<file path="config.mk">
export PLATFORM = sky130hd
export DESIGN_NAME = fsm_mealy_moore
export DESIGN_NICKNAME = d
export VERILOG_FILES = /design/src/rtl/fsm_mealy_moore.sv
export SDC_FILE = /design/constraint.sdc
export NUM_CORES = 1
export LEC_CHECK = 0
export BUFFER_PORTS_ARGS = -buffer_cell sky130_fd_sc_hd__buf_2
export CELL_PAD_IN_SITES_DETAIL_PLACEMENT = 1
export CELL_PAD_IN_SITES_GLOBAL_PLACEMENT = 1
export CORE_AREA = 2 2 39 41
export CTS_CLUSTER_DIAMETER = 30
export DETAILED_ROUTE_END_ITERATION = 8
export DIE_AREA = 0 0 41 43
export GPL_ROUTABILITY_DRIVEN = 0
export PLACE_DENSITY = 0.33
export SYNTH_ARGS = -nofsm -noshare
export SYNTH_HDL_FRONTEND = slang
export SYNTH_SLANG_ARGS = --single-unit
</file>
<file path="constraint.sdc">
create_clock -name clk -period 1.4 [get_ports clk]
set_input_delay 0.07 -clock clk [delete_from_list [all_inputs] [get_ports clk]]
set_output_delay 0.07 -clock clk [all_outputs]
set_load 0.01 [all_outputs]
</file>
<file path="src/rtl/fsm_mealy_moore.sv">
// -----------------------------------------------------------------------------
// fsm_mealy_moore
//
// Rising-edge detector on X, implemented twice in one block so that the two
// classic FSM styles can be compared side by side:
//
//   * Mealy machine (2 states).
//     - The pulse is combinational from the state and X.
//     - Q_mealy is high in the cycle *before* the rising clock edge that
//       samples the new X=1.
//
//   * Moore machine (3 states).
//     - The pulse comes from a register and depends on the state only.
//     - Q_moore is high for the full cycle *after* that same edge.
//
// Consequently, Q_mealy sampled just before an edge equals Q_moore sampled
// just after it. The two machines share clk and reset but have completely
// independent state registers.
//
// Ports:
//   clk      in   system clock, all state updates on the rising edge
//   reset    in   asynchronous active-low reset, clears both machines
//   X        in   monitored signal (normally changes on the falling clk edge)
//   Q_mealy  out  Mealy edge pulse, combinational from state and X
//   Q_moore  out  Moore edge pulse, registered, high only in M_RISE
// -----------------------------------------------------------------------------
module fsm_mealy_moore (
   input  logic clk,
   input  logic reset,
   input  logic X,
   output logic Q_mealy,
   output logic Q_moore
);

   // --------------------------------------------------------------------------
   // State encodings
   // --------------------------------------------------------------------------
   typedef enum logic {
      S0 = 1'b0,   // last sampled X was 0
      S1 = 1'b1    // last sampled X was 1
   } mealy_state_t;

   // 2'b11 is unused; it decodes through the default branch back to M_IDLE.
   typedef enum logic [1:0] {
      M_IDLE = 2'b00,
      M_RISE = 2'b01,
      M_HIGH = 2'b10
   } moore_state_t;

   mealy_state_t mealy_q, mealy_d;
   moore_state_t moore_q, moore_d;
   logic         q_moore_q, q_moore_d;

   // --------------------------------------------------------------------------
   // Mealy next-state logic: the state simply remembers the sampled X.
   // The case keeps the structure explicit and gives a recovery default.
   // --------------------------------------------------------------------------
   always_comb begin
      mealy_d = S0;
      case (mealy_q)
         S0:      mealy_d = X ? S1 : S0;
         S1:      mealy_d = X ? S1 : S0;
         default: mealy_d = S0;
      endcase
   end

   // --------------------------------------------------------------------------
   // Moore next-state logic
   // --------------------------------------------------------------------------
   always_comb begin
      moore_d = M_IDLE;
      case (moore_q)
         M_IDLE:  moore_d = X ? M_RISE : M_IDLE;
         M_RISE:  moore_d = X ? M_HIGH : M_IDLE;
         M_HIGH:  moore_d = X ? M_HIGH : M_IDLE;
         default: moore_d = M_IDLE;
      endcase
   end

   // --------------------------------------------------------------------------
   // Moore output decode.
   // The decode uses the next state so that the output register always
   // equals (moore_q == M_RISE) without any X-dependent logic after the flop.
   // --------------------------------------------------------------------------
   always_comb begin
      q_moore_d = 1'b0;
      case (moore_d)
         M_RISE:  q_moore_d = 1'b1;
         default: q_moore_d = 1'b0;
      endcase
   end

   // --------------------------------------------------------------------------
   // State and registered-output flops
   // --------------------------------------------------------------------------
   always_ff @(posedge clk or negedge reset) begin
      if (!reset) begin
         mealy_q   <= S0;
         moore_q   <= M_IDLE;
         q_moore_q <= 1'b0;
      end else begin
         mealy_q   <= mealy_d;
         moore_q   <= moore_d;
         q_moore_q <= q_moore_d;
      end
   end

   // --------------------------------------------------------------------------
   // Outputs
   // --------------------------------------------------------------------------
   // The reset term keeps Q_mealy low while reset is held, even if X=1.
   // The state is S0 at that point, so without the term Q_mealy would
   // otherwise follow X during reset.
   assign Q_mealy = X & reset & (mealy_q == S0);
   assign Q_moore = q_moore_q;

endmodule

</file>
# --- Word-level counts from Yosys, hierarchy flattened ---
# Cells that the tools add are included.
op_classes:
  reduce_logical: 2
  muxes: 5
  n_eq_ne: 3
  bitwise_logic: 3
ops:
  columns: ["operator", "n"]
  rows:
  - ["$eq 2x1->1 const B", 2]
  - ["$pmux 2 s2", 1]
  - ["$mux 1", 3]
  - ["$and 1x1->1", 2]
  - ["$eq 2x2->1 const B", 1]
  - ["$logic_not 2->1", 1]
  - ["$mux 2", 1]
  - ["$reduce_or 2->1", 1]
  - ["$not 1->1", 1]
word_totals:
  in_bits: 3
  wordCells: 16
  out_inout_bits: 2
  register_bits: 4

# --- Depth between registers and ports, before layout ---
logic_depth:
  ltp_word: 5
  depth_mapped: 3
  depth_no_buf: 3

# --- Worst setup path after synthesis ---
# Ideal clock, no wire load.
synth_path:
  kind: "reg-to-reg"
  from: "register moore_q[0]"
  to: "register q_moore_q (netlist: Q_moore)"
  t_required_ns: 1.333
  synth_period_minus_slack_ns: 0.976
  t_arrival_ns: 0.909
  path_buffers: 0
  slack_ns: 0.424
  stages_incl_launch_ff: 4
  cell_sequence: "dfrtp_1 > inv_1 > ha_1 > and4bb_2"
synth_via:
  elab_chain_cells: 5
synth_rtl:
  columns: ["item", "line", "rtl"]
  rows:
  - ["from (decl)", "51", "moore_state_t moore_q, moore_d;"]
  - ["from (signal assigned)", "103", "moore_q <= moore_d;"]
  - ["$eq 2x2->1 or $eq 2x1->1 (tied branches)", "72", "case (moore_q)"]
  - ["$reduce_or 2->1 (no source line)", null, null]
  - ["$pmux 2 s2 (*)", "72", null]
  - ["$eq 2x1->1 (*)", "87", "case (moore_d)"]
  - ["$mux 1 (*)", "87", null]
  - ["net q_moore_d", "52", "logic q_moore_q, q_moore_d;"]
  - ["to (signal assigned)", "104", "q_moore_q <= q_moore_d;"]
  - ["to (decl)", "52", null]
# Mark *: on every way through the listed nets, which the timed path passes. The rest lies on a longest branch.

# --- Worst setup path after layout ---
layout_path:
  from: "input port reset"
  to: "output port Q_mealy"
layout_via:
  elab_chain_cells: 2
layout_rtl:
  columns: ["item", "line", "rtl"]
  rows:
  - ["from (decl)", "29", "input logic reset,"]
  - ["$and 1x1->1 (2 in a row)", "114", "assign Q_mealy = X & reset & (mealy_q == S0);"]
  - ["to (decl)", "31", "output logic Q_mealy,"]
# No other way between the ends.

==> impl_results.md <==
- Outcome: finished, final reports clean
- Async set-reset flop share out of synthesis: 100%
- Total CTS buffers: 3
- Highest Clock Rate: 893 MHz
- TNS Setup: 0 ns
- Seq/Total Area, Yosys: 58.8%
- Setup violators final: 0
- Hold WC Path Type: input port to asynchronous set/reset pin
- Worst clock skew: 0.00255 ns
- Mapped Area: 170 um^2
- Pleak: 0.000132 uW
- Clock sink count: 4
- Core Area: 0.00138 mm^2
- # placed instances: 32
- Post-route design area: 253 um^2
- Worst Path Class, Setup: input port to primary output
- Overall Global Routing Usage: 5.95%
- Die H: 43 um
- Synth top area share: 58.8%
- Placement Setup Slack: 0.359 ns
- Final hold violations: 0
- Area grow syn2layout: 48.5%
- # DRC: 0
- RSZ-0062 raised after global routing: false
- Congestion Overflow GR: 0
- WL/cell: ~9.2 um
- N_diodes: 0
- CP cell instances: dlygate4sd3_1, buf_2, and3b_1, buf_2
- Minimum clock period: 1.12 ns
- CTS tree: yes
- Final core occ: a little under a fifth
- Ports: 5
- Vias in the first global route: 153
- Fin cells: 37
- Share of layout cells above drive strength 1: 42.9%
- Die area: 0.00176 mm^2
- Clock latency on the worst-skew pair: 0.23 ns
- H-tree depth: 1
- Post-synth EDFFs: 0
- Crit. End Element: primary output
- Top-count cell post-synth: dfrtp_1
- Yosys reg bits: 4
- FP Rows: 14
- Worst Reg-to-Reg Cells: 3
- Critical path fanouts, max: 5
- Top FF cell, synth: dfrtp_1
- Worst path required time: 1.33 ns
- Synthesis Warnings: 0
- Pwr Density: 1550 mW/mm^2
- Mapped Cells: 12
- Commonest cells in the netlist: 4 x dfrtp_1, 2 x and3b_1, 2 x ha_1, 2 x inv_1
- Syn avg cell area: 14.2 um^2
- Max clock buf depth: 2
- Worst-path clk slew: about 0.04 ns
- Setup crit start kind: input port
- DIE WIDTH: between 40 and 50 um
- Dpl cell area: 210 um^2
- Most used cell, CP: buf_2
- Clock root buffer: clkbuf_4
- Initial Util: 12.3%
- Total Nets Final: 28
- Largest net degree at the start of global routing: 6
- Top cells by area, synth: dfrtp_1 59%, ha_1 15%, and3b_1 10%
- Crit path max-delay cell type: dlygate4sd3_1
- Syn Nets: 17
- Crit-path max cell delay: ~0.53 ns
- DR vias/cell: 3.05
- Post-DRT Antenna Nets: 0
- Largest area contributor in the netlist: dfrtp_1
- 1st-pass router iterations: 2
- Worst Path Arrival: 1.05 ns
- Number of I/O port buffers: 4
- Worst Tran Pin Value: 0.114 ns
- First-pass GRT wire length: 634 um
- Initial antenna violation count: 0
- Cell variety after synth: 6
- Iter 0 DRT Violations: 1
- Final worst path period share: 80.0%
- Setup Buffers After CTS: 0
- Final wirelength: 342 um
- MaxCap Viol Count: 0
- Slew HR: 92.4%
- Vias: about 110
- Slew Viols, Final: 0
- Final worst-path setup slack: 0.280 ns
- VDD IR max: slightly below 0.4 mV
-- cells in the final DEF, fill, tap and decap left out --
cell / instances
and4bb_2: 1
ha_1: 2
inv_1: 2
and3b_1: 2
buf_2: 4
clkbuf_4: 3
and2_2: 1
dfrtp_1: 4
dlygate4sd3_1: 2
-- critical path: cells and delay by family --
kind / cells / cell delay (ns)
buf+inv: 3 / 0.82
simple gates: 1 / 0.16
-- path summary, 6_finish.rpt --
check                           startpoint          to  slack, ns
worst max-delay path                 reset     Q_mealy       0.28
worst min-delay path                 reset  moore_q[1]       0.18
worst max register to register  moore_q[0]     Q_moore       0.35
worst min register to register  moore_q[0]  moore_q[0]       0.72
max in group asynchronous            reset     Q_moore       1.09
min in group clk                         X     mealy_q       0.53
-- metal layers --
layer  vias to the layer above  GRT usage [%]  part of all wire (%)
met5                         -              0                     0
met3                         0           3.14                   2.9
met2                         2           8.44                    55
li1                         57              -                     -
met4                         0           6.00                     0
met1                        54           5.54                    42
-- registers in the layout, indices dropped and copies added, names as in the netlist --
register  cells
moore_q       2
Q_moore       1
mealy_q       1
-- power breakdown --
group | leakage (uW) | total (uW) | switching (uW) | internal [uW]
combinational | 0.0000675 | 94.9 | 42.4 | 52.5
sequential | 0.0000508 | 161 | 15.1 | 146
clock | 0.0000138 | 136 | 41.0 | 95.4
total | 0.000132 | 392 | 98.5 | 294
-- final cells by class --
type	instances	area (um^2)
Tap cell	16	20.0
Clock buffer	3	22.5
Multi-Input combinational cell	6	62.6
Inverter	2	7.51
Sequential cell	4	100
Timing Repair Buffer	6	40.0
Fill cell	158	1130
-- what timing repair did --
action	in CTS	in global routing
hold endpoints to repair	5	0
gates resized for setup	0	0
hold buffers	2	0
-- per-stage QoR --
stage | hold slack [ns] | power (uW)
after floorplan | -0.226 | 217
after global placement | -0.116 | 251
after detailed placement | -0.110 | 254
after CTS | 0.181 | 407
after global routing | 0.189 | 436
final | 0.182 | 392
-- logic make-up (layout without fill, tap and decap cells) --
kind of cell / Yosys count / count (layout) / share of synthesized area [%]
adder cells (fa/ha/maj): 2 / 2 / 14.7
flip-flops: 4 / 4 / 58.8
buffers and inverters: 2 / 11 / 4.41
AND/OR/NAND/NOR: 4 / 4 / 22.1
Power figures use the tool's default switching activity.
